<file path="config.mk">
export PLATFORM = sky130hd
export DESIGN_NAME = truth_table_sweeper
export DESIGN_NICKNAME = d
export VERILOG_FILES = /design/src/rtl/tt_sweep_pkg.sv /design/src/rtl/tt_sync2.sv /design/src/rtl/truth_table_sweeper.sv
export SDC_FILE = /design/constraint.sdc
export NUM_CORES = 1
export LEC_CHECK = 0
export CAP_MARGIN = 20
export CELL_PAD_IN_SITES_DETAIL_PLACEMENT = 1
export CELL_PAD_IN_SITES_GLOBAL_PLACEMENT = 2
export CORE_MARGIN = 4
export CORE_UTILIZATION = 34
export DETAILED_ROUTE_END_ITERATION = 8
export PLACE_DENSITY_LB_ADDON = 0.1
export SETUP_SLACK_MARGIN = 0.05
export SKIP_LAST_GASP = 1
export SLEW_MARGIN = 20
export SYNTH_ARGS = -nofsm -noshare
export SYNTH_HDL_FRONTEND = slang
export SYNTH_SLANG_ARGS = --single-unit
export TNS_END_PERCENT = 100
</file>
<file path="constraint.sdc">
create_clock -name clk -period 2.3 [get_ports clk]
set_input_delay 0.575 -clock clk [delete_from_list [all_inputs] [get_ports clk]]
set_output_delay 0.575 -clock clk [all_outputs]
set_load 0.1 [all_outputs]
</file>
<file path="src/rtl/tt_sweep_pkg.sv">
// Shared types and sizes for the truth-table sweeper: FSM state encoding and
// code/ID widths for a 3-input gate under test.
package tt_sweep_pkg;

  localparam int unsigned IDX_W     = 3;
  localparam int unsigned NUM_CODES = 8;
  localparam int unsigned TT_ID_W   = 8;

  typedef enum logic [2:0] {
    IDLE,
    APPLY,
    SETTLE,
    SAMPLE,
    COMMIT,
    DONE
  } state_t;

endpackage

</file>
<file path="src/rtl/tt_sync2.sv">
// Two-flop synchronizer with asynchronous active-low reset to 0.
// Only built when TT_SWEEP_SYNC_EN is defined.
`ifdef TT_SWEEP_SYNC_EN
module tt_sync2 (
  input  logic clk,
  input  logic rst_n,
  input  logic d,
  output logic q
);

  logic meta_q;
  logic sync_q;

  always_ff @(posedge clk or negedge rst_n) begin
    if (!rst_n) begin
      meta_q <= 1'b0;
      sync_q <= 1'b0;
    end else begin
      meta_q <= d;
      sync_q <= meta_q;
    end
  end

  assign q = sync_q;

endmodule
`endif

</file>
<file path="src/rtl/truth_table_sweeper.sv">
// Sweeps {in1,in2,in3} over all 8 codes, majority-samples the gate output and
// builds/compares the truth-table ID. TT_SWEEP_SYNC_EN adds a 2-flop input synchronizer.
module truth_table_sweeper
  import tt_sweep_pkg::*;
#(
  parameter int unsigned        SETTLE_CYCLES = 16,
  parameter int unsigned        SAMPLES       = 8,
  parameter logic [TT_ID_W-1:0] EXPECTED      = 8'hB1
) (
  input  logic               clk,
  input  logic               rst_n,
  input  logic               start,
  input  logic               abort,
  output logic [IDX_W-1:0]   in_vec,
  input  logic               dut_out,
  output logic               busy,
  output logic               done,
  output logic [TT_ID_W-1:0] measured,
  output logic               pass,
  output logic [TT_ID_W-1:0] mismatch
);

  localparam int unsigned SET_W = $clog2(SETTLE_CYCLES + 1);
  localparam int unsigned SMP_W = $clog2(SAMPLES + 1);

  localparam logic [SET_W-1:0] SETTLE_LAST = SET_W'(SETTLE_CYCLES - 1);
  localparam logic [SMP_W-1:0] SAMPLE_LAST = SMP_W'(SAMPLES - 1);
  localparam logic [SMP_W:0]   SAMPLES_X   = (SMP_W + 1)'(SAMPLES);
  localparam logic [IDX_W-1:0] LAST_IDX    = IDX_W'(NUM_CODES - 1);

  state_t state_q, state_d;

  logic [IDX_W-1:0]   idx_q, idx_d;
  logic [IDX_W-1:0]   in_vec_q, in_vec_d;
  logic [SET_W-1:0]   set_cnt_q, set_cnt_d;
  logic [SMP_W-1:0]   smp_cnt_q, smp_cnt_d;
  logic [SMP_W-1:0]   ones_q, ones_d;
  logic [TT_ID_W-1:0] measured_q, measured_d;
  logic [TT_ID_W-1:0] mismatch_q, mismatch_d;
  logic               pass_q, pass_d;
  logic               done_q, done_d;

  logic dut_s;
  logic busy_c;
  logic start_acc;
  logic row_bit;

`ifdef TT_SWEEP_SYNC_EN
  tt_sync2 u_sync (
    .clk   (clk),
    .rst_n (rst_n),
    .d     (dut_out),
    .q     (dut_s)
  );
`else
  assign dut_s = dut_out;
`endif

  always_ff @(posedge clk or negedge rst_n) begin
    if (!rst_n) state_q <= IDLE;
    else        state_q <= state_d;
  end

  always_comb begin
    state_d = state_q;
    unique case (state_q)
      IDLE, DONE: if (start && !abort) state_d = APPLY;
      APPLY:      state_d = SETTLE;
      SETTLE:     if (set_cnt_q == SETTLE_LAST) state_d = SAMPLE;
      SAMPLE:     if (smp_cnt_q == SAMPLE_LAST) state_d = COMMIT;
      COMMIT:     state_d = (idx_q == LAST_IDX) ? DONE : APPLY;
      default:    state_d = IDLE;
    endcase
    if (abort && busy_c) state_d = IDLE;
  end

  // Strict majority: 2*ones > SAMPLES, so an exact tie reads as 0.
  assign row_bit   = ({ones_q, 1'b0} > SAMPLES_X);
  assign busy_c    = (state_q inside {APPLY, SETTLE, SAMPLE, COMMIT});
  assign start_acc = (state_q inside {IDLE, DONE}) && start && !abort;

  always_comb begin
    idx_d      = idx_q;
    in_vec_d   = in_vec_q;
    set_cnt_d  = set_cnt_q;
    smp_cnt_d  = smp_cnt_q;
    ones_d     = ones_q;
    measured_d = measured_q;
    mismatch_d = mismatch_q;
    pass_d     = pass_q;
    done_d     = 1'b0;
    unique case (state_q)
      IDLE, DONE: begin
        if (start_acc) begin
          idx_d      = '0;
          measured_d = '0;
          mismatch_d = '0;
          pass_d     = 1'b0;
        end
      end
      APPLY: begin
        in_vec_d  = idx_q;
        set_cnt_d = '0;
        smp_cnt_d = '0;
        ones_d    = '0;
      end
      SETTLE: set_cnt_d = set_cnt_q + 1'b1;
      SAMPLE: begin
        smp_cnt_d = smp_cnt_q + 1'b1;
        ones_d    = ones_q + SMP_W'(dut_s);
      end
      COMMIT: begin
        // For a 3-bit index, ~idx == 7-idx: code 0 lands in the MSB.
        measured_d[~idx_q] = row_bit;
        if (idx_q == LAST_IDX) begin
          done_d     = 1'b1;
          pass_d     = (measured_d == EXPECTED);
          mismatch_d = measured_d ^ EXPECTED;
        end else begin
          idx_d = idx_q + 1'b1;
        end
      end
      default: ;
    endcase
    if (abort && busy_c) begin
      in_vec_d   = '0;
      measured_d = measured_q;
      mismatch_d = '0;
      pass_d     = 1'b0;
      done_d     = 1'b0;
    end
  end

  always_ff @(posedge clk or negedge rst_n) begin
    if (!rst_n) begin
      idx_q      <= '0;
      in_vec_q   <= '0;
      set_cnt_q  <= '0;
      smp_cnt_q  <= '0;
      ones_q     <= '0;
      measured_q <= '0;
      mismatch_q <= '0;
      pass_q     <= 1'b0;
      done_q     <= 1'b0;
    end else begin
      idx_q      <= idx_d;
      in_vec_q   <= in_vec_d;
      set_cnt_q  <= set_cnt_d;
      smp_cnt_q  <= smp_cnt_d;
      ones_q     <= ones_d;
      measured_q <= measured_d;
      mismatch_q <= mismatch_d;
      pass_q     <= pass_d;
      done_q     <= done_d;
    end
  end

  assign in_vec   = in_vec_q;
  assign busy     = busy_c;
  assign done     = done_q;
  assign measured = measured_q;
  assign pass     = pass_q;
  assign mismatch = mismatch_q;

endmodule

</file>
==> impl_metrics.env <==
export IMPL_drive_above_1_share=0.203
export IMPL_p_per_area_nw_per_um2=1080
export IMPL_clock_sinks=40
export IMPL_run_status="complete, no violations"
export IMPL_grt_remaining_overflow=0
export IMPL_drtIter0Drc=50
export IMPL_drt_wirelength_per_cell_microns=17.4
export IMPL_postCtsHoldBufs=0
export IMPL_fin_tns_setup_ns=0
export IMPL_fillers=762
export IMPL_die_h_microns=90.3
export IMPL_hold_class="in2async"
export IMPL_pin_count=27
export IMPL_post_layout_nonfiller_instances=373
export IMPL_yosysWarnings=0
export IMPL_io_buffers=26
export IMPL_gp_congestion=0.762
export IMPL_dp_cells=365
export IMPL_max_slew_margin=0.678
export IMPL_drv_cap=0
export IMPL_viasPerCell=5.26
export IMPL_pre_cts_ws_ns=0.000911
export IMPL_cts_tree="yes"
export IMPL_synthFlopType="dfrtp_1"
export IMPL_yosysSeqAreaShare=0.435
export IMPL_final_cell_mix="dfrtp_1 (40), nand2_1 (39), buf_4 (39)"
export IMPL_root_buffer="clkbuf_8"
export IMPL_clkSlewWorstSetupHoldPaths_ns=0.08
export IMPL_critPathMaxFanout=9
export IMPL_worstPathRequired_ns=1.73
export IMPL_grt_total_usage=0.170
export IMPL_drcViolationCount=0
export IMPL_startpoint_type="flop"
export IMPL_power_mw=3.06
export IMPL_fin_crit_sh=0.880
export IMPL_drv_slew=0
export IMPL_vias=1963
export IMPL_reg2reg_depth=7
export IMPL_grt_max_degree=41
export IMPL_num_rows=29
export IMPL_clock_latency_ns=0.30
export IMPL_hold_viol_final=0
export IMPL_timing_rr_end="state_q[0]$_DFFE_PN0P_"
export IMPL_tightest_slew_ns=0.477
export IMPL_ys_seq_elements=40
export IMPL_hold_slack_ns=0.246
export IMPL_fmax_ghz=0.494
export IMPL_fin_ws_ns=0.275
export IMPL_rsz0062_at_grt="false"
export IMPL_core_sq_um=6460
export IMPL_grt_pass1_vias=2097
export IMPL_final_util=0.440
export IMPL_vdd_drop_max_uv=452
export IMPL_drt_total_wl_microns=6500
export IMPL_async_flop_share=1.00
export IMPL_ys_types=58
export IMPL_h_tree_depth=2
export IMPL_multi_input_area_sq_um=1180
export IMPL_avgSynthCellArea_sq_um=8.99
export IMPL_clockBufferDepth=2
export IMPL_p_leak_nw=1.33
export IMPL_endpoint_kind="output pin"
export IMPL_r2r_slack_ns=0.42
export IMPL_drtAntennaViolNets=0
export IMPL_nets=307
export IMPL_dp_hpwl_microns=4690
export IMPL_setup_viol=0
export IMPL_place_area_sq_um=2710
export IMPL_start_util=0.356
export IMPL_final_common_cell="dfrtp_1"
export IMPL_fin_crit_ns=2.02
export IMPL_stdcell_area_sq_um=2840
export IMPL_synth_nets=268
export IMPL_clock_skew_ns=0.00855
export IMPL_netlist_area_sq_um=2300
export IMPL_fp_dieW_microns=90.3
export IMPL_r2r_start="set_cnt_q[0]$_DFFE_PN0N_"
export IMPL_area_growth_pct=23.3
export IMPL_antennaDiodeCount=0
export IMPL_criticalPathCategory="reg2out"
export IMPL_cts_inserted_buffers=5
export IMPL_fp_dieArea_sq_um=8150
export IMPL_synthCells=256
export IMPL_register_area_sq_um=1000
export IMPL_first_pass_iters=4
export IMPL_cp_arrival_ns=1.45
export IMPL_synth_edf_count=0
export IMPL_grt_antenna_before_repair=0
export IMPL_grt_pass1_wl_microns=11200
repair_timing:
item | in CTS | in global routing
setup endpoints to repair | 0 | 1
resized for setup | 0 | 1
buffers inserted | 0 | 0
cell families after synthesis:
group                      count (synthesis)  share of synthesized area
adders and majority gates                  8                     0.0424
buffers and inverters                     30                     0.0614
DFF                                       40                      0.435
and+or+nand+nor                          100                      0.219
AOI/OAI and AO/OA                         68                      0.197
muxes                                      9                     0.0413
xor gates and xnor gates                   1                    0.00381
sequential cells by signal, indices dropped and copies added, names as in the netlist:
register   flops
idx_q          3
ones_q         4
mismatch       8
pass           1
done           1
set_cnt_q      5
in_vec         3
state_q        3
smp_cnt_q      4
measured       8
layer usage:
| metal | global-route usage | vias to the layer above | wire length [microns] |
|---|---|---|---|
| met3 | 0.0317 | 8 | 151 |
| met4 | 0.0472 | 0 | 88 |
| met2 | 0.295 | 20 | 3250 |
| li1 | - | 985 | - |
| met5 | 0 | - | 0 |
| met1 | 0.217 | 950 | 3000 |
synth_stat cells (3+ instances only):
cell type / n / area share
mux2i_1: 5 / 0.022
mux2_1: 4 / 0.020
o21ai_1: 6 / 0.013
a21oi_1: 9 / 0.020
nand2b_1: 4 / 0.011
nor3_1: 8 / 0.017
o21ai_0: 20 / 0.043
ha_1: 7 / 0.038
dfrtp_1: 40 / 0.43
a22o_1: 5 / 0.019
o2bb2ai_1: 3 / 0.011
inv_1: 14 / 0.023
clkbuf_1: 6 / 0.0098
nand3_1: 11 / 0.024
buf_6: 3 / 0.015
o22ai_1: 4 / 0.011
and3_1: 5 / 0.014
nand2_1: 39 / 0.064
nor2_1: 14 / 0.023
nor2b_1: 4 / 0.011
layout make-up:
cell class,count,share of cell area
clock buffer,7,0.0339
timing repair buffer,45,0.130
sequential,40,0.353
clock inverter,1,0.0106
multi-input combinational,186,0.417
inverter,17,0.0225
tap,77,0.0339
critical path, cell delays in order, from the launching register on:
cell	delay (ns)
dfrtp_1	0.47
nor2_4	0.32
xnor2_4	0.16
buf_12	0.19
how the worst max path moves through the flow:
| stage | start | endpoint | slack (ns) | depth (start not counted) |
|---|---|---|---|---|
| 2_1_floorplan | state_q[2]$_DFFE_PN0P_ | busy | 0.26 | 3 |
| 3_3_place_gp | abort | mismatch[0]$_DFFE_PN0P_ | 0.08 | 6 |
| 3_5_place_dp | abort | mismatch[5]$_DFFE_PN0P_ | 0.0009 | 7 |
| 4_1_cts | state_q[1]$_DFFE_PN0P_ | busy | 0.07 | 3 |
| 5_1_grt | abort | mismatch[5]$_DFFE_PN0P_ | 0.17 | 7 |
| 6_report | state_q[1]$_DFFE_PN0P_ | busy | 0.28 | 3 |
where the power goes:
part | switching, mW | leakage [nW] | internal (mW)
clock network | 0.264 | 0.0645 | 0.383
logic | 0.954 | 0.710 | 0.558
registers | 0.116 | 0.553 | 0.789
(Power assumes the default switching activity.)
